**src/rtl/gain_collector_pkg.sv**
```systemverilog
`default_nettype none
//------------------------------------------------------------------------------
// gain_collector_pkg : FSM state encoding and default derived widths
// Rev 1.0
//------------------------------------------------------------------------------
package gain_collector_pkg;

  localparam int NI_W   = 1;
  localparam int NB_W   = 1;
  localparam int INT_W  = 4;
  localparam int BOOL_W = 1;
  localparam int NC_W   = 2;

  localparam int NI = 1 << NI_W;
  localparam int NB = 1 << NB_W;
  localparam int NC = 1 << NC_W;
  localparam int GW = NC_W + 1;
  localparam int IW = INT_W * NI;
  localparam int BW = BOOL_W * NB;
  localparam int T  = NB + NI;

  typedef enum logic [1:0] {
    ST_IDLE    = 2'd0,
    ST_ISSUE   = 2'd1,
    ST_COLLECT = 2'd2,
    ST_DONE    = 2'd3
  } state_t;

endpackage
`default_nettype wire

```
**src/rtl/gain_collector_if.sv**
```systemverilog
`default_nettype none
//------------------------------------------------------------------------------
// gain_collector_if : candidate handshake plus serial clause-result beats
// Rev 1.0
//------------------------------------------------------------------------------
interface gain_collector_if
  import gain_collector_pkg::*;
#(
  parameter int EVAL_IW = IW,
  parameter int EVAL_BW = BW
) ();

  logic               eval_valid;
  logic               eval_ready;
  logic [EVAL_IW-1:0] eval_integer_assignment;
  logic [EVAL_BW-1:0] eval_boolean_assignment;
  logic               clause_valid;
  logic               clause_satisfied;

  modport master (
    output eval_valid,
    output eval_integer_assignment,
    output eval_boolean_assignment,
    input  eval_ready,
    input  clause_valid,
    input  clause_satisfied
  );

  modport slave (
    input  eval_valid,
    input  eval_integer_assignment,
    input  eval_boolean_assignment,
    output eval_ready,
    output clause_valid,
    output clause_satisfied
  );

endinterface
`default_nettype wire

```
**src/rtl/gain_collector_candidate_builder.sv**
```systemverilog
`default_nettype none
//------------------------------------------------------------------------------
// gain_collector_candidate_builder : maps candidate index k to its assignment
// Rev 1.0
//------------------------------------------------------------------------------
module gain_collector_candidate_builder
  import gain_collector_pkg::*;
#(
  parameter int NUM_BOOL   = NB,
  parameter int NUM_INT    = NI,
  parameter int INT_WIDTH  = INT_W,
  parameter int BOOL_WIDTH = BOOL_W,
  parameter int KW         = $clog2(T)
) (
  input  wire logic [KW-1:0]                   k,
  input  wire logic [NUM_INT*INT_WIDTH-1:0]    current_integer,
  input  wire logic [NUM_BOOL*BOOL_WIDTH-1:0]  current_boolean,
  input  wire logic [NUM_INT*INT_WIDTH-1:0]    proposals,
  output logic      [NUM_INT*INT_WIDTH-1:0]    candidate_integer,
  output logic      [NUM_BOOL*BOOL_WIDTH-1:0]  candidate_boolean
);

  // Candidates 0..NB-1 flip one boolean; NB..T-1 take one integer proposal.
  for (genvar b = 0; b < NUM_BOOL; b++) begin : g_bool
    assign candidate_boolean[b*BOOL_WIDTH +: BOOL_WIDTH] =
      (k == KW'(b)) ? ~current_boolean[b*BOOL_WIDTH +: BOOL_WIDTH]
                    :  current_boolean[b*BOOL_WIDTH +: BOOL_WIDTH];
  end

  for (genvar i = 0; i < NUM_INT; i++) begin : g_int
    assign candidate_integer[i*INT_WIDTH +: INT_WIDTH] =
      (k == KW'(NUM_BOOL + i)) ? proposals[i*INT_WIDTH +: INT_WIDTH]
                               : current_integer[i*INT_WIDTH +: INT_WIDTH];
  end

endmodule
`default_nettype wire

```
**src/rtl/gain_collector.sv**
```systemverilog
`default_nettype none
//------------------------------------------------------------------------------
// gain_collector : issues one candidate per variable, counts satisfied clauses
// Rev 1.0 ; optional GAIN_COLLECTOR_EARLY_EXIT_EN stops on a perfect gain
//------------------------------------------------------------------------------
module gain_collector
  import gain_collector_pkg::*;
#(
  parameter int MAXIMUM_BIT_WIDTH_OF_INTEGER_VARIABLE_INDEX = NI_W,
  parameter int MAXIMUM_BIT_WIDTH_OF_BOOLEAN_VARIABLE_INDEX = NB_W,
  parameter int MAXIMUM_BIT_WIDTH_OF_INTEGER_VARIABLE       = INT_W,
  parameter int MAXIMUM_BIT_WIDTH_OF_BOOLEAN_VARIABLE       = BOOL_W,
  parameter int MAXIMUM_BIT_WIDTH_OF_CLAUSES_INDEX          = NC_W,
  localparam int C_NI = 1 << MAXIMUM_BIT_WIDTH_OF_INTEGER_VARIABLE_INDEX,
  localparam int C_NB = 1 << MAXIMUM_BIT_WIDTH_OF_BOOLEAN_VARIABLE_INDEX,
  localparam int C_CW = MAXIMUM_BIT_WIDTH_OF_CLAUSES_INDEX,
  localparam int C_NC = 1 << C_CW,
  localparam int C_GW = C_CW + 1,
  localparam int C_IW = MAXIMUM_BIT_WIDTH_OF_INTEGER_VARIABLE * C_NI,
  localparam int C_BW = MAXIMUM_BIT_WIDTH_OF_BOOLEAN_VARIABLE * C_NB,
  localparam int TOTAL_NUMBER_OF_VARIABLES = C_NB + C_NI,
  localparam int C_T  = TOTAL_NUMBER_OF_VARIABLES,
  localparam int C_KW = (C_T > 1) ? $clog2(C_T) : 1
) (
  input  wire logic                 in_clk,
  input  wire logic                 in_reset,
  input  wire logic                 in_start,
  input  wire logic [C_IW-1:0]      in_current_integer_assignment,
  input  wire logic [C_BW-1:0]      in_current_boolean_assignment,
  input  wire logic [C_IW-1:0]      in_integer_proposals,
  gain_collector_if.master          eval,
  output logic      [C_T*C_GW-1:0]  out_gains,
  output logic      [C_T*C_IW-1:0]  out_integer_assignments,
  output logic      [C_T*C_BW-1:0]  out_boolean_assignments,
  output logic                      out_busy,
  output logic                      out_valid
);

  state_t            r_state, w_state_next;
  logic [C_KW-1:0]   r_k;
  logic [C_CW-1:0]   r_beat;
  logic [C_GW-1:0]   r_count;
  logic [C_IW-1:0]   r_cur_int, r_proposals, r_eval_int;
  logic [C_BW-1:0]   r_cur_bool, r_eval_bool;
  logic              r_eval_valid;

  logic              w_start_ok, w_handshake, w_beat_in, w_last_beat, w_stop;
  logic [C_GW-1:0]   w_count_final;
  logic [C_KW-1:0]   w_build_k;
  logic [C_IW-1:0]   w_build_int, w_build_prop, w_cand_int;
  logic [C_BW-1:0]   w_build_bool, w_cand_bool;

  assign w_start_ok    = in_start && (r_state == ST_IDLE || r_state == ST_DONE);
  assign w_handshake   = (r_state == ST_ISSUE) && r_eval_valid && eval.eval_ready;
  assign w_beat_in     = (r_state == ST_COLLECT) && eval.clause_valid;
  assign w_count_final = r_count + C_GW'(eval.clause_satisfied);
  assign w_last_beat   = w_beat_in && (r_beat == C_CW'(C_NC - 1));

`ifdef GAIN_COLLECTOR_EARLY_EXIT_EN
  assign w_stop = (r_k == C_KW'(C_T - 1)) || (w_count_final == C_GW'(C_NC));
`else
  assign w_stop = (r_k == C_KW'(C_T - 1));
`endif

  // The next candidate is registered one cycle ahead, so a round start must
  // build from the input ports rather than the not-yet-latched copies.
  always_comb begin
    w_build_k    = r_k + C_KW'(1);
    w_build_int  = r_cur_int;
    w_build_bool = r_cur_bool;
    w_build_prop = r_proposals;
    if (w_start_ok) begin
      w_build_k    = '0;
      w_build_int  = in_current_integer_assignment;
      w_build_bool = in_current_boolean_assignment;
      w_build_prop = in_integer_proposals;
    end
  end

  gain_collector_candidate_builder #(
    .NUM_BOOL   (C_NB),
    .NUM_INT    (C_NI),
    .INT_WIDTH  (MAXIMUM_BIT_WIDTH_OF_INTEGER_VARIABLE),
    .BOOL_WIDTH (MAXIMUM_BIT_WIDTH_OF_BOOLEAN_VARIABLE),
    .KW         (C_KW)
  ) u_builder (
    .k                 (w_build_k),
    .current_integer   (w_build_int),
    .current_boolean   (w_build_bool),
    .proposals         (w_build_prop),
    .candidate_integer (w_cand_int),
    .candidate_boolean (w_cand_bool)
  );

  always_ff @(posedge in_clk or negedge in_reset) begin
    if (!in_reset) r_state <= ST_IDLE;
    else           r_state <= w_state_next;
  end

  always_comb begin
    w_state_next = r_state;
    case (r_state)
      ST_IDLE, ST_DONE: if (in_start)    w_state_next = ST_ISSUE;
      ST_ISSUE:         if (w_handshake) w_state_next = ST_COLLECT;
      ST_COLLECT:       if (w_last_beat) w_state_next = w_stop ? ST_DONE : ST_ISSUE;
      default:          w_state_next = ST_IDLE;
    endcase
  end

  always_ff @(posedge in_clk or negedge in_reset) begin
    if (!in_reset) begin
      r_k                     <= '0;
      r_beat                  <= '0;
      r_count                 <= '0;
      r_cur_int               <= '0;
      r_cur_bool              <= '0;
      r_proposals             <= '0;
      r_eval_valid            <= 1'b0;
      r_eval_int              <= '0;
      r_eval_bool             <= '0;
      out_gains               <= '0;
      out_integer_assignments <= '0;
      out_boolean_assignments <= '0;
      out_valid               <= 1'b0;
    end else begin
      if (w_start_ok) begin
        r_cur_int               <= in_current_integer_assignment;
        r_cur_bool              <= in_current_boolean_assignment;
        r_proposals             <= in_integer_proposals;
        r_k                     <= '0;
        out_gains               <= '0;
        out_integer_assignments <= {C_T{in_current_integer_assignment}};
        out_boolean_assignments <= {C_T{in_current_boolean_assignment}};
        out_valid               <= 1'b0;
        r_eval_valid            <= 1'b1;
        r_eval_int              <= w_cand_int;
        r_eval_bool             <= w_cand_bool;
      end
      if (w_handshake) begin
        r_eval_valid <= 1'b0;
        r_count      <= '0;
        r_beat       <= '0;
      end
      if (w_beat_in) begin
        r_count <= w_count_final;
        r_beat  <= r_beat + C_CW'(1);
        if (w_last_beat) begin
          out_gains[r_k*C_GW +: C_GW]               <= w_count_final;
          out_integer_assignments[r_k*C_IW +: C_IW] <= r_eval_int;
          out_boolean_assignments[r_k*C_BW +: C_BW] <= r_eval_bool;
          if (w_stop) begin
            out_valid <= 1'b1;
          end else begin
            r_k          <= r_k + C_KW'(1);
            r_eval_valid <= 1'b1;
            r_eval_int   <= w_cand_int;
            r_eval_bool  <= w_cand_bool;
          end
        end
      end
    end
  end

  assign eval.eval_valid              = r_eval_valid;
  assign eval.eval_integer_assignment = r_eval_int;
  assign eval.eval_boolean_assignment = r_eval_bool;
  assign out_busy = (r_state == ST_ISSUE) || (r_state == ST_COLLECT);

endmodule
`default_nettype wire
```
**src/flat_wrapper.sv**
```systemverilog
// flat-port wrapper written by rule: the top's interface ports become plain ports
module gain_collector_flat import gain_collector_pkg::*;
#(
  parameter int MAXIMUM_BIT_WIDTH_OF_INTEGER_VARIABLE_INDEX = NI_W,
  parameter int MAXIMUM_BIT_WIDTH_OF_BOOLEAN_VARIABLE_INDEX = NB_W,
  parameter int MAXIMUM_BIT_WIDTH_OF_INTEGER_VARIABLE       = INT_W,
  parameter int MAXIMUM_BIT_WIDTH_OF_BOOLEAN_VARIABLE       = BOOL_W,
  parameter int MAXIMUM_BIT_WIDTH_OF_CLAUSES_INDEX          = NC_W,
  localparam int C_NI = 1 << MAXIMUM_BIT_WIDTH_OF_INTEGER_VARIABLE_INDEX,
  localparam int C_NB = 1 << MAXIMUM_BIT_WIDTH_OF_BOOLEAN_VARIABLE_INDEX,
  localparam int C_CW = MAXIMUM_BIT_WIDTH_OF_CLAUSES_INDEX,
  localparam int C_NC = 1 << C_CW,
  localparam int C_GW = C_CW + 1,
  localparam int C_IW = MAXIMUM_BIT_WIDTH_OF_INTEGER_VARIABLE * C_NI,
  localparam int C_BW = MAXIMUM_BIT_WIDTH_OF_BOOLEAN_VARIABLE * C_NB,
  localparam int TOTAL_NUMBER_OF_VARIABLES = C_NB + C_NI,
  localparam int C_T  = TOTAL_NUMBER_OF_VARIABLES,
  localparam int C_KW = (C_T > 1) ? $clog2(C_T) : 1
)
  (in_clk, in_reset, in_start, in_current_integer_assignment, in_current_boolean_assignment, in_integer_proposals, out_gains, out_integer_assignments, out_boolean_assignments, out_busy, out_valid, eval_eval_valid, eval_eval_integer_assignment, eval_eval_boolean_assignment, eval_eval_ready, eval_clause_valid, eval_clause_satisfied);
  gain_collector_if eval_i ();
  input  wire logic in_clk;
  input  wire logic in_reset;
  input  wire logic in_start;
  input  wire logic [C_IW-1:0] in_current_integer_assignment;
  input  wire logic [C_BW-1:0] in_current_boolean_assignment;
  input  wire logic [C_IW-1:0] in_integer_proposals;
  output logic      [C_T*C_GW-1:0] out_gains;
  output logic      [C_T*C_IW-1:0] out_integer_assignments;
  output logic      [C_T*C_BW-1:0] out_boolean_assignments;
  output logic out_busy;
  output logic out_valid;
  output wire logic [$bits(eval_i.eval_valid)-1:0] eval_eval_valid;
  output wire logic [$bits(eval_i.eval_integer_assignment)-1:0] eval_eval_integer_assignment;
  output wire logic [$bits(eval_i.eval_boolean_assignment)-1:0] eval_eval_boolean_assignment;
  input wire logic [$bits(eval_i.eval_ready)-1:0] eval_eval_ready;
  input wire logic [$bits(eval_i.clause_valid)-1:0] eval_clause_valid;
  input wire logic [$bits(eval_i.clause_satisfied)-1:0] eval_clause_satisfied;
  assign eval_eval_valid = eval_i.eval_valid;
  assign eval_eval_integer_assignment = eval_i.eval_integer_assignment;
  assign eval_eval_boolean_assignment = eval_i.eval_boolean_assignment;
  assign eval_i.eval_ready = eval_eval_ready;
  assign eval_i.clause_valid = eval_clause_valid;
  assign eval_i.clause_satisfied = eval_clause_satisfied;
  gain_collector #(.MAXIMUM_BIT_WIDTH_OF_INTEGER_VARIABLE_INDEX(MAXIMUM_BIT_WIDTH_OF_INTEGER_VARIABLE_INDEX), .MAXIMUM_BIT_WIDTH_OF_BOOLEAN_VARIABLE_INDEX(MAXIMUM_BIT_WIDTH_OF_BOOLEAN_VARIABLE_INDEX), .MAXIMUM_BIT_WIDTH_OF_INTEGER_VARIABLE(MAXIMUM_BIT_WIDTH_OF_INTEGER_VARIABLE), .MAXIMUM_BIT_WIDTH_OF_BOOLEAN_VARIABLE(MAXIMUM_BIT_WIDTH_OF_BOOLEAN_VARIABLE), .MAXIMUM_BIT_WIDTH_OF_CLAUSES_INDEX(MAXIMUM_BIT_WIDTH_OF_CLAUSES_INDEX)) u_core (.in_clk(in_clk), .in_reset(in_reset), .in_start(in_start), .in_current_integer_assignment(in_current_integer_assignment), .in_current_boolean_assignment(in_current_boolean_assignment), .in_integer_proposals(in_integer_proposals), .eval(eval_i), .out_gains(out_gains), .out_integer_assignments(out_integer_assignments), .out_boolean_assignments(out_boolean_assignments), .out_busy(out_busy), .out_valid(out_valid));
endmodule
```
**config.mk**
```make
export PLATFORM = sky130hd
export DESIGN_NAME = gain_collector_flat
export DESIGN_NICKNAME = d
export VERILOG_FILES = /design/src/rtl/gain_collector_pkg.sv /design/src/rtl/gain_collector_if.sv /design/src/rtl/gain_collector_candidate_builder.sv /design/src/rtl/gain_collector.sv /design/src/flat_wrapper.sv
export SDC_FILE = /design/constraint.sdc
export NUM_CORES = 1
export LEC_CHECK = 0
export ABC_AREA = 0
export CORE_ASPECT_RATIO = 2
export CORE_MARGIN = 3
export CORE_UTILIZATION = 36
export CTS_BUF_LIST = sky130_fd_sc_hd__clkbuf_8
export DETAILED_ROUTE_END_ITERATION = 7
export SETUP_SLACK_MARGIN = 0.3
export SLEW_MARGIN = 20
export SYNTH_ARGS = -nofsm -noshare
export SYNTH_HDL_FRONTEND = slang
export SYNTH_SLANG_ARGS = --single-unit
```
**constraint.sdc**
```tcl
create_clock -name in_clk -period 2.1 [get_ports in_clk]
set_input_delay 0.315 -clock in_clk [delete_from_list [all_inputs] [get_ports in_clk]]
set_output_delay 0.315 -clock in_clk [all_outputs]
set_load 0.03 [all_outputs]
```
# Word level (Yosys, flattened, before mapping)
# Index checks and enable logic that the tools add are counted.
[totals]
regBits = 91
inputBits = 24
output_inout_bits = 65
word_cells = 102
[op_classes]
add_sub_neg = 6
multipliers = 1
eq_ne = 11
n_shift = 6
muxes = 50
n_bitwise = 2
n_reduce_logical = 12
[op_table]
columns = ["operator", "count"]
rows = [
  ["32-bit 2-to-1 mux", 3],
  ["8-bit 2-to-1 mux", 9],
  ["12-bit 2-to-1 mux", 3],
  ["3-bit negator with 34-bit output", 1],
  ["4-bit negator with 34-bit output", 1],
  ["5-bit negator with 34-bit output", 1],
  ["2-bit by 34-bit variable shift with 8-bit output (first input constant)", 1],
  ["3-bit by 34-bit variable shift with 12-bit output (first input constant)", 1],
  ["8-bit by 34-bit variable shift with 32-bit output (first input constant)", 1],
  ["2-bit by 34-bit indexed part select with 8-bit output", 1],
  ["3-bit by 34-bit indexed part select with 12-bit output", 1],
  ["8-bit by 34-bit indexed part select with 32-bit output", 1],
  ["32-bit bitwise mux", 1],
  ["2-bit 2-to-1 mux", 16],
  ["12-bit bitwise mux", 1],
  ["2-bit == test (second input constant)", 6],
  ["1-bit 2-to-1 mux", 11],
  ["8-bit bitwise mux", 1],
  ["4-bit 2-to-1 mux", 2],
  ["3-bit 2-to-1 mux", 2],
  ["2-bit one-hot mux with 3 select lines", 1],
  ["1-bit logical AND", 5],
  ["2-bit by 1-bit adder with 2-bit output (second input constant)", 2],
  ["2-bit by 1-bit == test with 1-bit output (second input constant)", 2],
  ["10 further kinds", 14],
]

# Longest topological paths before layout
# Gate-level depths: netlist of the first run.
[depth]
word_depth = 10
ltp_mapped = 9
mapped_depth_nobuf = 6

# By module
# A second synthesis of the first run with hierarchy kept.
[unflattened]
cells_unflattened = 332
hier_area_um2 = 4070.2
[by_module_without_submodules]
columns = ["mod", "instances", "cells_each", "area_per_inst_um2", "seq_area_each_um2"]
rows = [
  ["gain_collector", 1, 318, 3912.5, 2277.2],
  ["gain_collector_candidate_builder", 1, 14, 157.7, 0.0],
]

# Worst setup path before layout of the first run
# No wires, ideal clock.
[synth_path]
kind = "register to register"
start = "register u_core.r_k[0]"
end = "register u_core.out_boolean_assignments[1]"
setup_time_ns = 0.078
arrival_time_ns = 1.728
required_ns = 2.022
setup_slack_ns = 0.294
path_stages_with_launch = 10
n_path_buf = 3
synth_period_minus_slack_ns = 1.806
cell_sequence = "dfrtp_1 -> buf_4 -> inv_1 -> ha_1 -> buf_4 -> nor2_2 -> and3_1 -> buf_4 -> a21oi_1 -> a21oi_1"
[synth_via]
elab_chain_cells = 5
word_cells_on_any_way = 6
classes_between = "1 x add/sub; 2 x shift; 3 x mux"
[synth_lines]
columns = ["item", "line", "text"]
rows = [
  ["start: declaration", "gain_collector.sv:40", "logic [C_KW-1:0] r_k;"],
  ["start signal: assignment", "gain_collector.sv:154", "r_k <= r_k + C_KW'(1);"],
  ["3-bit negator with 34-bit output *", "gain_collector.sv:150", "out_boolean_assignments[r_k*C_BW +: C_BW] <= r_eval_bool;"],
  ["2-bit by 34-bit indexed part select with 8-bit output or 2-bit by 34-bit variable shift with 8-bit output (tied branches)", "gain_collector.sv:150", ""],
  ["8-bit bitwise mux *", "gain_collector.sv:150", ""],
  ["8-bit 2-to-1 mux *", "gain_collector.sv:147", "if (w_last_beat) begin"],
  ["8-bit 2-to-1 mux *", "gain_collector.sv:144", "if (w_beat_in) begin"],
  ["end signal: assignment", "gain_collector.sv:133", "out_boolean_assignments <= {C_T{in_current_boolean_assignment}};"],
  ["end signal: indexed assignment", "gain_collector.sv:150", ""],
  ["end: declaration", "gain_collector.sv:34", "output logic [C_T*C_BW-1:0] out_boolean_assignments,"],
]
# Every way passes the cells marked *; elsewhere a longest branch is shown, timed or not.
# A chain may end at the register's enable or synchronous reset.

# Worst setup path in the final report of the first run
[layout_path]
start = "register u_core.out_integer_assignments[20]"
end = "output port out_integer_assignments[20]"
[layout_rtl]
columns = ["item", "line", "text"]
rows = [
  ["start: declaration", "gain_collector.sv:33", "output logic [C_T*C_IW-1:0] out_integer_assignments,"],
  ["start signal: assignment", "gain_collector.sv:132", "out_integer_assignments <= {C_T{in_current_integer_assignment}};"],
  ["start signal: indexed assignment", "gain_collector.sv:149", "out_integer_assignments[r_k*C_IW +: C_IW] <= r_eval_int;"],
  ["end: declaration", "flat_wrapper.sv:29", "output logic [C_T*C_IW-1:0] out_integer_assignments;"],
]
# No word-level cell between the ends.

==> results of run 1 <==
==> power breakdown <==
part | total, mW | switching [mW] | internal [mW]
clock | 1.21 | 0.624 | 0.583
sequential | 1.75 | 0 | 1.75
combinational | 0.0934 | 0.0483 | 0.0451
==> cells in the mapped netlist <==
cell and count:
a21oi_1 121, dfrtp_1 91, nand2_1 54, o21ai_1 18, nand3_1 15, and3_1 12, ha_1 11, a21o_1 10
buf_2 9, mux2i_1 9, buf_6 8, nor2_1 7, inv_1 5, o21ai_0 5, buf_1 4, buf_4 4
clkbuf_1 4, nand2_4 4, o41ai_2 4, a32o_1 3, nor3_4 3, xnor2_1 3, and2_1 2, nand2b_4 2
o31ai_1 2, a22o_1 1, a22oi_1 1, and4b_1 1, clkbuf_2 1, nand2b_1 1, nor2_2 1, nor2_8 1
nor3_1 1, or2_1 1
==> per-stage QoR <==
step	worst slack [ps]	area (µm²)	utilization (%)	power, mW	hold slack, ps
6_report	321.8	5635	49.33	3.051	475.2
5_1_grt	297.4	5635	49.33	3.163	459.2
4_1_cts	212.1	5483	48.00	3.082	462.2
3_5_place_dp	164.3	5243	45.89	1.879	380.6
3_3_place_gp	227.0	5243	45.89	1.879	368.7
2_1_floorplan	320.0	4243	-	1.790	19.41
==> worst paths after layout <==
kind | startpoint | depth (start not counted) | slack (ps) | endpoint
min in group asynchronous | in_reset | 2 | 520 | u_core.r_cur_int[7]$_DFF_PN0_
min reg2reg | u_core.r_proposals[1]$_DFF_PN0_ | 2 | 480 | u_core.r_proposals[1]$_DFF_PN0_
max in group asynchronous | in_reset | 3 | 950 | u_core.eval.eval_boolean_assignment[1]$_DFF_PN0_
min | in_integer_proposals[6] | 3 | 480 | u_core.r_proposals[6]$_DFF_PN0_
max reg2reg | u_core.r_state[0]$_DFFE_PN0P_ | 7 | 410 | u_core.eval.eval_integer_assignment[0]$_DFF_PN0_
max | u_core.out_integer_assignments[20]$_DFF_PN0_ | 1 | 320 | out_integer_assignments[20]
==> cell type report <==
class                      instances  area, µm²
clock buffer                      10      137.6
clock inverter                     6      63.81
fill                            1139       5788
inverter                           5      18.77
multi-input combinational        293       1836
sequential                        91       2277
tap                              142      177.7
timing repair buffer             112       1125
==> kinds of logic after synthesis <==
kind of cell | synth area share [%]
AO/OA/AOI/OAI | 21.75
XOR/XNOR | 0.6199
adder cells (fa/ha/maj) | 3.247
buffers and inverters | 5.165
flip-flops | 53.72
multiplexers | 2.125
AND/OR/NAND/NOR | 13.37
==> sequential cells by signal, summed over array words and instances, names as in the netlist <==
register,count
u_core.r_count,3
u_core.out_valid,1
u_core.r_state,2
u_core.r_k,2
u_core.out_gains,12
u_core.r_cur_bool,2
u_core.out_integer_assignments,32
u_core.r_beat,2
u_core.out_boolean_assignments,8
u_core.eval.eval_integer_assignment,8
u_core.eval.eval_valid,1
u_core.r_cur_int,8
u_core.eval.eval_boolean_assignment,2
u_core.r_proposals,8
==> per-layer routing <==
| metal | wire length [µm] | global-route usage, % |
|---|---|---|
| met4 | 247 | 6.994 |
| met5 | 0 | 0 |
| met2 | 6182 | 30.92 |
| met3 | 558 | 2.548 |
| met1 | 4413 | 22.90 |
==> what timing repair did <==
item	in CTS	in global routing
resized for setup	17	18
gates cloned	0	1
hold buffers	1	0
pin swaps	1	2
hold endpoints to repair	46	0
buffers inserted	1	5
endpoints found under the setup margin	58	70
==> flow_summary.rst, run 1 <==
.. list-table::
   :header-rows: 1

   * - Metric
     - Value
   * - Total of buffers placed on input and output ports
     - 88
   * - Net count, final
     - 547
   * - Power density cells
     - 541.4 nW/µm²
   * - Library cell used as clock root buffer
     - clkbuf_8
   * - Fraction of final layout cells sized beyond drive strength 1
     - 12.19%
   * - Global-route wire length before repair
     - 18480 µm
   * - Starting density of the core
     - ~37%
   * - Area of the placeable core
     - between 10000 and 15000 µm²
   * - MaxCap Viol Count
     - 0
   * - Most frequent cells in the layout
     - a21oi_1, dfrtp_1, clkdlybuf4s50_1, nand2_1
   * - Part of the cycle the worst path needs
     - 84.68%
   * - Maximum number of pins on one net before global-route repair
     - 49
   * - Mean post-synth cell area
     - 10.12 µm²
   * - Final-report hold violation count
     - 0
   * - Nets in the synthesized netlist
     - 454
   * - Number of antenna-violating nets in the routed design
     - 0
   * - Number of buffers inserted during clock tree synthesis
     - 9
   * - Final routed wire length divided by cell count
     - 17.30 µm
   * - Total placed cells including tap cells
     - around 640
   * - Most common cell after layout, fill and taps aside
     - a21oi_1
   * - Number of clock sinks seen by CTS
     - 91
   * - Clock tree from TritonCTS
     - done
   * - Final count of negative-setup-slack endpoints
     - 0
   * - Syn Std Cell Area
     - 4239 µm²
   * - Worst path bufs/invs
     - 1
   * - I/O Pins
     - 89
   * - Post-synthesis cell count
     - 419
   * - Tightest Pin Transition
     - 635.2 ps
   * - Distinct cell type count after synthesis
     - 34
   * - Post-detailed-routing wire length
     - 11400 µm
   * - Weighted congestion reported at the end of routability-driven placement
     - around 0.83
   * - Largest stage delay, worst path
     - approximately 700 ps
   * - Data required time at the worst endpoint
     - 1780 ps
   * - Slew headroom
     - about 58%
   * - Max Fanout on Critical Path
     - 2
   * - Synth top area cells
     - dfrtp_1, a21oi_1, nand2_1
   * - Share of the synthesized area in the top cell type
     - 53.72%
   * - Mean number of vias per cell
     - between 5 and 6
   * - Highest Clock Rate
     - 562.4 MHz
   * - Endpoint kind of the worst setup timing path
     - output port
   * - Cell taking the most area after synthesis
     - dfrtp_1
   * - Via count of the first global-routing pass
     - 3467
   * - Proportion of synthesized chip area in sequential cells
     - 53.72%
   * - Crit-path leading delay family
     - buffers and inverters
   * - Outcome
     - completed
   * - DRC violation count after routing
     - 0
   * - Final clock skew
     - about 12 ps
   * - Leakage power
     - 2.797 nW
   * - Count of state elements after synthesis
     - 91
   * - Area growth from synthesis to layout
     - 32.94%
   * - Die height
     - 159.5 µm
   * - Critical path start-end classification
     - reg -> out
   * - Diodes inserted
     - 0
   * - Cell chain of the critical path
     - clkdlybuf4s50_1
   * - Setup_tns
     - 0 ps
   * - Worst Setup Start Kind
     - register
   * - Unrepaired setup endpoints after global routing
     - yes
   * - Cell with the biggest individual delay on the critical path
     - clkdlybuf4s50_1
   * - Final number of max-transition violations
     - 0
   * - Die Span X
     - 82.73 µm
   * - Global route overflow
     - 0
   * - Yosys Warn Count
     - 0
   * - HPWL Detailed
     - roughly 8300 µm
   * - Die Outline Area
     - 13190 µm²
   * - Initial antenna violation count
     - 0
   * - Buffers from clock root to sink, at most
     - 2
   * - Min-delay worst type
     - in -> reg
   * - Clock-pin slew of the registers on the worst-case setup and hold paths
     - 90 ps
   * - First-pass iteration count of the detailed router
     - 4
   * - Vias post-DR
     - ~3500
   * - Post-layout instance count excluding filler cells
     - between 600 and 700
   * - Iter 0 DRT Violations
     - 228
   * - Clock latency reported for the late side of the worst-skew pair
     - 360 ps
   * - Total routing resource utilization after global routing
     - between 10% and 20%
   * - Standard-cell row count
     - 55
   * - Worst VDD drop
     - 277.1 µV
   * - Arrival time of data at the critical path endpoint
     - 1460 ps
   * - Clock H-tree levels
     - 3
   * - Clock period minus final worst setup slack
     - between 1500 and 2000 ps
Power figures use the tool's default switching activity.
==> run 2, diff against run 1 <==
- clock period: 2.1 -> 1.8 ns (I/O delays scaled with it)
==> run 2 against run 1 <==
Net effect:
- via count rose by 22%
- combinational power rose by 27%
- design area is 27% higher
- worst hold slack lost 110 ps
- sequential share of layout area down 8.6 points
==> flow_summary.rst, run 2 (same netlist as run 1, synthesis figures left out) <==
.. list-table::
   :header-rows: 1

   * - Metric
     - Value
   * - Power density cells
     - 517.8 nW/µm² (was 541.4 nW/µm²)
   * - Net count, final
     - 632 (was 547)
   * - HPWL Detailed
     - 8649 µm (was 8252 µm)
   * - Endpoint kind of the worst setup timing path
     - register (was output port)
   * - Iter 0 DRT Violations
     - 247 (was 228)
   * - Total routing resource utilization after global routing
     - 23.30% (was 18.26%)
   * - I/O Pins
     - 89 (unchanged)
   * - Part of the cycle the worst path needs
     - 95.91%
   * - Diodes inserted
     - 0 (unchanged)
   * - Register name with the most flops
     - u_core.out_integer_assignments (unchanged)
   * - Critical path start-end classification
     - reg -> reg (was reg -> out)
   * - Total placed cells including tap cells
     - 657 (was 635)
   * - Number of clock sinks seen by CTS
     - 91 (unchanged)
   * - Via count of the first global-routing pass
     - 4251 (was 3467)
   * - Final routed wire length divided by cell count
     - 21.36 µm (was 17.30 µm)
   * - Most frequent cells in the layout
     - dfrtp_1, a21oi_1, buf_4, dlygate4sd2_1, a21oi_2 (was a21oi_1, dfrtp_1, clkdlybuf4s50_1, nand2_1)
   * - Fraction of final layout cells sized beyond drive strength 1
     - 44.26% (was 12.19%)
   * - Clock tree from TritonCTS
     - done (unchanged)
   * - Most common cell after layout, fill and taps aside
     - dfrtp_1 (was a21oi_1)
   * - Max FFs per register
     - 32 (unchanged)
   * - Leakage power
     - 3.579 nW (was 2.797 nW)
   * - Final number of max-transition violations
     - 0 (unchanged)
   * - Worst VDD drop
     - 360.1 µV (was 277.1 µV)
   * - Number of buffers inserted during clock tree synthesis
     - 9 (unchanged)
   * - Min-delay worst type
     - in -> async (was in -> reg)
   * - Cell-internal power
     - 2.909 mW (was 2.379 mW)
   * - Overall power after layout
     - 3.717 mW (was 3.051 mW)
   * - Worst-case register-to-register setup slack
     - 70 ps (was 410 ps)
   * - Area of the placeable core
     - 11420 µm² (unchanged)
   * - Max Fanout on Critical Path
     - 8 (was 2)
   * - Number of antenna-violating nets in the routed design
     - 0 (unchanged)
   * - Relative contribution of combinational cells to total power
     - 3.2% (was 3.1%)
   * - Library cell used as clock root buffer
     - clkbuf_8 (unchanged)
   * - Initial antenna violation count
     - 0 (unchanged)
   * - Final-report hold violation count
     - 0 (unchanged)
   * - Die height
     - 159.5 µm (unchanged)
   * - Highest Clock Rate
     - between 500 and 600 MHz
   * - Area post-placement
     - 5485 µm² (was 5243 µm²)
   * - Maximum number of pins on one net before global-route repair
     - 40 (was 49)
   * - Final clock skew
     - 5.139 ps (was 11.85 ps)
   * - Mean number of vias per cell
     - 5.666 (was 5.252)
   * - Data required time at the worst endpoint
     - 2050 ps (was 1780 ps)
   * - Tightest Pin Transition
     - 398.2 ps (was 635.2 ps)
   * - Sequential Power Share
     - 54.9% (was 57.4%)
   * - Finished Core Util
     - 62.84% (was 49.33%)
   * - Outcome
     - completed (unchanged)
   * - First-pass iteration count of the detailed router
     - 7 (was 4)
   * - Clock period minus final worst setup slack
     - about 1700 ps
   * - Setup_tns
     - 0 ps (unchanged)
   * - Final design instance area without fill
     - 7178 µm² (was 5635 µm²)
   * - Vias post-DR
     - 4210 (was 3461)
   * - Post-detailed-routing wire length
     - 15870 µm (was 11400 µm)
   * - Unrepaired setup endpoints after global routing
     - yes (unchanged)
   * - Clock network fraction of design power
     - 41.9% (was 39.6%)
   * - Post-layout instance count excluding filler cells
     - 743 (was 659)
   * - Global-route wire length before repair
     - 23070 µm (was 18480 µm)
   * - Die Span X
     - 82.73 µm (unchanged)
   * - Switching fraction of total power
     - 21.74% (was 22.04%)
   * - Area growth from synthesis to layout
     - 69.33% (was 32.94%)
   * - Net load switching power
     - 0.8080 mW (was 0.6723 mW)
   * - DRC violation count after routing
     - 0 (unchanged)
   * - Clock latency reported for the late side of the worst-skew pair
     - 370 ps (was 360 ps)
   * - Buffers from clock root to sink, at most
     - 2 (unchanged)
   * - Standard-cell row count
     - 55 (unchanged)
   * - Registers with the most flip-flops
     - u_core.out_integer_assignments: 32 flops, u_core.out_gains: 12 flops (unchanged)
   * - Die Outline Area
     - 13190 µm² (unchanged)
   * - Clock-pin slew of the registers on the worst-case setup and hold paths
     - 90 ps (about the same)
   * - Global route overflow
     - 0 (unchanged)
   * - Hold Worst Slack
     - 364.8 ps (was 475.2 ps)
   * - Total of buffers placed on input and output ports
     - 88 (unchanged)
   * - Post-place setup slack
     - -105.5 ps (was 164.3 ps)
   * - Arrival time of data at the critical path endpoint
     - 1980 ps (was 1460 ps)
   * - Worst Setup Start Kind
     - register (unchanged)
   * - Final count of negative-setup-slack endpoints
     - 0 (unchanged)
   * - Slew headroom
     - 73.45% (was 57.65%)
   * - Starting density of the core
     - 37.11% (unchanged)
   * - Fill cell count
     - 897 (was 1139)
   * - Weighted congestion reported at the end of routability-driven placement
     - 0.7869 (was 0.8280)
   * - Post-layout worst setup margin
     - 73.60 ps (was 321.8 ps)
   * - MaxCap Viol Count
     - 0 (unchanged)
   * - Clock H-tree levels
     - 3 (unchanged)
run 2: critical path, cell delays in order, from the launching register on:
cell and delay [ps]:
dfrtp_1 380, inv_2 60, ha_4 290, buf_6 130, nand2_8 90, buf_4 160
buf_6 130, buf_16 140, a21oi_2 140, a21oi_1 90
run 2: final timing paths:
path / start / endpoint / cells past startpoint
max in group asynchronous: in_reset / u_core.r_k[0]$_DFF_PN0_ / 3
min reg2reg: u_core.r_proposals[0]$_DFF_PN0_ / u_core.r_proposals[0]$_DFF_PN0_ / 2
min in group in_clk: in_integer_proposals[4] / u_core.r_proposals[4]$_DFF_PN0_ / 3
max: u_core.r_state[0]$_DFFE_PN0P_ / u_core.out_integer_assignments[16]$_DFF_PN0_ / 9
max reg2reg: u_core.r_state[0]$_DFFE_PN0P_ / u_core.out_integer_assignments[16]$_DFF_PN0_ / 9
min: in_reset / u_core.out_integer_assignments[2]$_DFF_PN0_ / 2
run 2: routing by layer:
metal | GRT usage (%) | up-vias | share of wire, %
li1 | - | 1850 | -
met1 | 25.55 | 2074 | 33
met2 | 40.46 | 200 | 56
met3 | 3.228 | 86 | 4.2
met4 | 14.36 | 0 | 7.2
met5 | 0 | - | 0
run 2: repair_timing:
| item | CTS | global route |
|---|---|---|
| gates cloned | 14 | 5 |
| hold buffers | 1 | 0 |
| hold endpoints to repair | 27 | 0 |
| gates resized for setup | 215 | 59 |
| pin swaps | 102 | 25 |
| setup endpoints to repair | 149 | 92 |
| buffers inserted | 37 | 14 |
run 2: area by class of cell:
cell class	count	area [µm²]	share of cell area [%]
repair buffers	188	1988	27.70
inverters	5	25.02	0.3486
clock inverters	5	77.57	1.081
multi-input cells	302	2489	34.67
flip-flops and latches	91	2283	31.81
well taps	142	177.7	2.475
clock buffers	10	137.6	1.917
run 2: power by group through the flow:
stage	registers (mW)	clock network, mW	logic, mW
after detailed placement	2.08	0	0.115
after floorplan	2.08	0	0.00487
after CTS	2.04	1.58	0.120
after global routing	2.04	1.65	0.131
final	2.04	1.56	0.119
after global placement	2.08	0	0.115
==> run 3, diff against run 2 <==
- ABC_AREA: 0 -> 1
- MAX_ROUTING_LAYER: not set -> met4
==> run 3 against run 2 <==
Net effect:
- global-route usage decreased by 1.6 points
- sequential share of layout area rose by 0.11 points
- first-iteration DRC count up 28%
- die area rose by 3.3%
- synthesized cell count rose by 34%
- non-clock buffer count is 21 lower
==> flow_summary.rst, run 3 <==
.. list-table::
   :header-rows: 1

   * - Metric
     - Value
   * - Outcome
     - completed (unchanged)
   * - Largest stage delay, worst path
     - 420 ps (was 380 ps)
   * - Iter 0 DRT Violations
     - 315 (was 247)
   * - Global routing's busiest layer
     - met2 (unchanged)
   * - Max Fanout on Critical Path
     - 7 (was 8)
   * - I/O Pins
     - 89 (unchanged)
   * - Clock tree from TritonCTS
     - done (unchanged)
   * - Number of antenna-violating nets in the routed design
     - 0 (unchanged)
   * - Post-layout instance count excluding filler cells
     - 870 (was 743)
   * - Overall power after layout
     - 11.29 mW (was 3.717 mW)
   * - Sequential Power Share
     - 31.0% (was 54.9%)
   * - Arrival time of data at the critical path endpoint
     - 1930 ps (was 1980 ps)
   * - Area of the placeable core
     - 11840 µm² (was 11420 µm²)
   * - EDFF count, synth
     - 0 (unchanged)
   * - Proportion of synthesized chip area in sequential cells
     - 51.93% (was 53.72%)
   * - Relative contribution of combinational cells to total power
     - 55.6% (was 3.2%)
   * - Diodes inserted
     - 0 (unchanged)
   * - Final count of negative-setup-slack endpoints
     - 0 (unchanged)
   * - Weighted congestion reported at the end of routability-driven placement
     - 0.8545 (was 0.7869)
   * - Most common cell after layout, fill and taps aside
     - nand2_1 (was dfrtp_1)
   * - Switching fraction of total power
     - 45.71% (was 21.74%)
   * - Yosys Warn Count
     - 0 (unchanged)
   * - Worst-case register-to-register setup slack
     - 150 ps (was 70 ps)
   * - Cell taking the most area after synthesis
     - dfrtp_1 (unchanged)
   * - Slew headroom
     - 70.92% (was 73.45%)
   * - Syn Std Cell Area
     - 4385 µm² (was 4239 µm²)
   * - Most frequent cell after synthesis
     - nand2_1 (was a21oi_1)
   * - Final routed wire length divided by cell count
     - 18.77 µm (was 21.36 µm)
   * - Nets in the synthesized netlist
     - 597 (was 454)
   * - Count of state elements after synthesis
     - 91 (unchanged)
   * - Final-report hold violation count
     - 0 (unchanged)
   * - Library cell used as clock root buffer
     - clkbuf_8 (unchanged)
   * - Clock period minus final worst setup slack
     - 1647 ps (was 1726 ps)
   * - Register name with the most flops
     - u_core.out_integer_assignments (unchanged)
   * - Endpoint kind of the worst setup timing path
     - register (unchanged)
   * - Distinct cell type count after synthesis
     - 21 (was 34)
   * - Registers with the most flip-flops
     - u_core.out_integer_assignments: 32 flops, u_core.out_gains: 12 flops (unchanged)
   * - Met1 usage in global routing
     - 23.69% (was 25.55%)
   * - Cell chain of the critical path
     - ha_4 > nand2_8 > buf_6 > buf_4 > nand3_4 > nand3_1 > nand3_1 > nand2_1 (was inv_2 > ha_4 > buf_6 > nand2_8 > buf_4 > buf_6 > buf_16 > a21oi_2 > a21oi_1)
   * - Post-detailed-routing wire length
     - 16330 µm (was 15870 µm)
   * - DRC violation count after routing
     - 0 (unchanged)
   * - Clock H-tree levels
     - 3 (unchanged)
   * - Number of clock sinks seen by CTS
     - 91 (unchanged)
   * - Die Span X
     - 84.05 µm (was 82.73 µm)
   * - Die Outline Area
     - 13620 µm² (was 13190 µm²)
   * - Clock-pin slew of the registers on the worst-case setup and hold paths
     - 100 ps (was 90 ps)
   * - Clock network fraction of design power
     - 13.4% (was 41.9%)
   * - Final clock skew
     - 14.16 ps (was 5.139 ps)
   * - Tightest Pin Transition
     - 436.2 ps (was 398.2 ps)
   * - Net count, final
     - 755 (was 632)
   * - Net load switching power
     - 5.163 mW (was 0.8080 mW)
   * - Post-layout worst setup margin
     - 153.3 ps (was 73.60 ps)
   * - Leakage power
     - 3.840 nW (was 3.579 nW)
   * - Clock latency reported for the late side of the worst-skew pair
     - 380 ps (was 370 ps)
   * - Mean post-synth cell area
     - 7.803 µm² (was 10.12 µm²)
   * - Worst VDD drop
     - 1484 µV (was 360.1 µV)
   * - Synth top area cells
     - dfrtp_1, nand2_1, nand3_1 (was dfrtp_1, a21oi_1, nand2_1)
   * - Multi-input gate area in the final layout
     - 2500 µm² (was 2489 µm²)
   * - Worst Setup Start Kind
     - register (unchanged)
   * - Total placed cells including tap cells
     - 803 (was 657)
   * - Ys async rst share
     - 100.0% (unchanged)
   * - Maximum number of pins on one net before global-route repair
     - 38 (was 40)
   * - Highest Clock Rate
     - 607.3 MHz (was 579.2 MHz)
   * - Commonest cells post-synth
     - nand2_1, nand3_1, dfrtp_1, inv_1, o21ai_0 (was a21oi_1, dfrtp_1, nand2_1, o21ai_1, nand3_1)
   * - Final design instance area without fill
     - 7137 µm² (was 7178 µm²)
   * - Critical path start-end classification
     - reg -> reg (unchanged)
   * - Starting density of the core
     - 37.04% (was 37.11%)
   * - HPWL Detailed
     - 9862 µm (was 8649 µm)
   * - Max FFs per register
     - 32 (unchanged)
   * - Met3 usage
     - 3.604% (was 3.228%)
   * - Final number of max-transition violations
     - 0 (unchanged)
   * - Post-place setup slack
     - -43.97 ps (was -105.5 ps)
   * - Worst path most repeated cell
     - nand3_1 (was buf_6)
   * - Via count of the first global-routing pass
     - 4420 (was 4251)
   * - Global-route wire length before repair
     - 22560 µm (was 23070 µm)
   * - Number of buffers inserted during clock tree synthesis
     - 9 (unchanged)
   * - Vias post-DR
     - 4588 (was 4210)
   * - Data required time at the worst endpoint
     - 2080 ps (was 2050 ps)
   * - Synth Flop Type
     - dfrtp_1 (unchanged)
   * - Share of the synthesized area in the top cell type
     - 51.93% (was 53.72%)
   * - Cell with the biggest individual delay on the critical path
     - dfrtp_1 (unchanged)
   * - Global routing met2 resource utilization
     - 38.31% (was 40.46%)
   * - Cell-internal power
     - 6.131 mW (was 2.909 mW)
   * - Sequential cell area
     - 2278 µm² (was 2283 µm²)
   * - Mean number of vias per cell
     - 5.274 (was 5.666)
   * - Fraction of final layout cells sized beyond drive strength 1
     - 35.45% (was 44.26%)
   * - Standard-cell row count
     - 56 (was 55)
   * - Total routing resource utilization after global routing
     - 21.74% (was 23.30%)
   * - Setup_tns
     - 0 ps (unchanged)
   * - Min-delay worst type
     - in -> async (unchanged)
   * - Part of the cycle the worst path needs
     - 91.48% (was 95.91%)
   * - Total of buffers placed on input and output ports
     - 88 (unchanged)
   * - Buffers from clock root to sink, at most
     - 2 (unchanged)
   * - Worst path bufs/invs
     - 2 (was 5)
   * - Power density cells
     - 1582 nW/µm² (was 517.8 nW/µm²)
   * - MaxCap Viol Count
     - 0 (unchanged)
   * - Area growth from synthesis to layout
     - 62.74% (was 69.33%)
   * - Unrepaired setup endpoints after global routing
     - yes (unchanged)
   * - Global route overflow
     - 0 (unchanged)
   * - First-pass iteration count of the detailed router
     - 4 (was 7)
   * - Post-synthesis cell count
     - 562 (was 419)
   * - Fill cell count
     - 1004 (was 897)
   * - Hold Worst Slack
     - 360.4 ps (was 364.8 ps)
   * - Finished Core Util
     - 60.27% (was 62.84%)
   * - Die height
     - 162.1 µm (was 159.5 µm)
   * - Most frequent cells in the layout
     - nand2_1, dfrtp_1, nand3_1, dlygate4sd2_1, nand2_2 (was dfrtp_1, a21oi_1, buf_4, dlygate4sd2_1, a21oi_2)
   * - Crit-path leading delay family
     - simple AND/OR/NAND/NOR gates (was buffers and inverters)
   * - Initial antenna violation count
     - 0 (unchanged)
   * - Area post-placement
     - 5682 µm² (was 5485 µm²)
run 3: changes by cell type after synthesis, sizes merged, moves of 4 or more:
cell,previous run,this run
mux2i,9,0
nor2,9,23
nand4,0,4
a21o,10,0
inv,5,50
and3,12,0
o41ai,4,0
clkbuf,5,9
nand2,58,236
a21oi,121,3
buf,25,12
nor3,4,0
nand3,15,94
run 3: path summary, 6_finish.rpt:
check,startpoint,end,depth (start not counted)
min in group in_clk,u_core.r_beat[0]$_DFFE_PN0P_,u_core.r_beat[0]$_DFFE_PN0P_,1
max reg2reg,u_core.r_state[1]$_DFFE_PN0P_,u_core.eval.eval_integer_assignment[0]$_DFF_PN0_,8
min reg2reg,u_core.r_beat[0]$_DFFE_PN0P_,u_core.r_beat[0]$_DFFE_PN0P_,1
max in group asynchronous,in_reset,u_core.r_k[0]$_DFF_PN0_,3
max,u_core.r_state[1]$_DFFE_PN0P_,u_core.eval.eval_integer_assignment[0]$_DFF_PN0_,8
min,in_reset,u_core.r_proposals[3]$_DFF_PN0_,2
run 3: cells by family after synthesis:
group / count (synthesis) / synth area share (%)
AOI/OAI and AO/OA: 30 / 3.452
adders and majority gates: 11 / 3.138
buffers and inverters: 71 / 6.419
DFF: 91 / 51.93
and+or+nand+nor: 359 / 35.06
run 3: layout make-up:
cell class / instances / area share, %
well taps: 145 / 2.542
clock inverters: 5 / 0.8415
clock buffers: 11 / 2.121
flip-flops and latches: 91 / 31.93
repair buffers: 167 / 24.51
inverters: 50 / 3.033
multi-input cells: 401 / 35.03
run 3: layer usage:
| layer | wire length [µm] | share of wire, % | up-vias |
|---|---|---|---|
| met5 | 0 | 0 | - |
| met4 | 1084 | 6.6 | 0 |
| met3 | 866 | 5.3 | 72 |
| met2 | 8694 | 53 | 188 |
| met1 | 5683 | 35 | 2227 |
| li1 | - | - | 2101 |
run 3: timing repair:
item | 4_1_cts | 5_1_grt
gates resized for setup | 139 | 170
setup buffers | 23 | 14
pin swaps | 13 | 45
gates cloned | 1 | 12
endpoints found under the setup margin | 136 | 73
hold endpoints to repair | 27 | 0
hold buffers | 1 | 0
run 3: power by group through the flow:
stage	sequential (mW)	combinational (mW)	clock, mW
CTS	3.38	5.17	1.51
finish	3.50	6.28	1.51
detailed placement	3.44	4.97	0
global route	3.57	6.75	1.62
floorplan	4.34	2.00	0
global placement	3.41	4.91	0
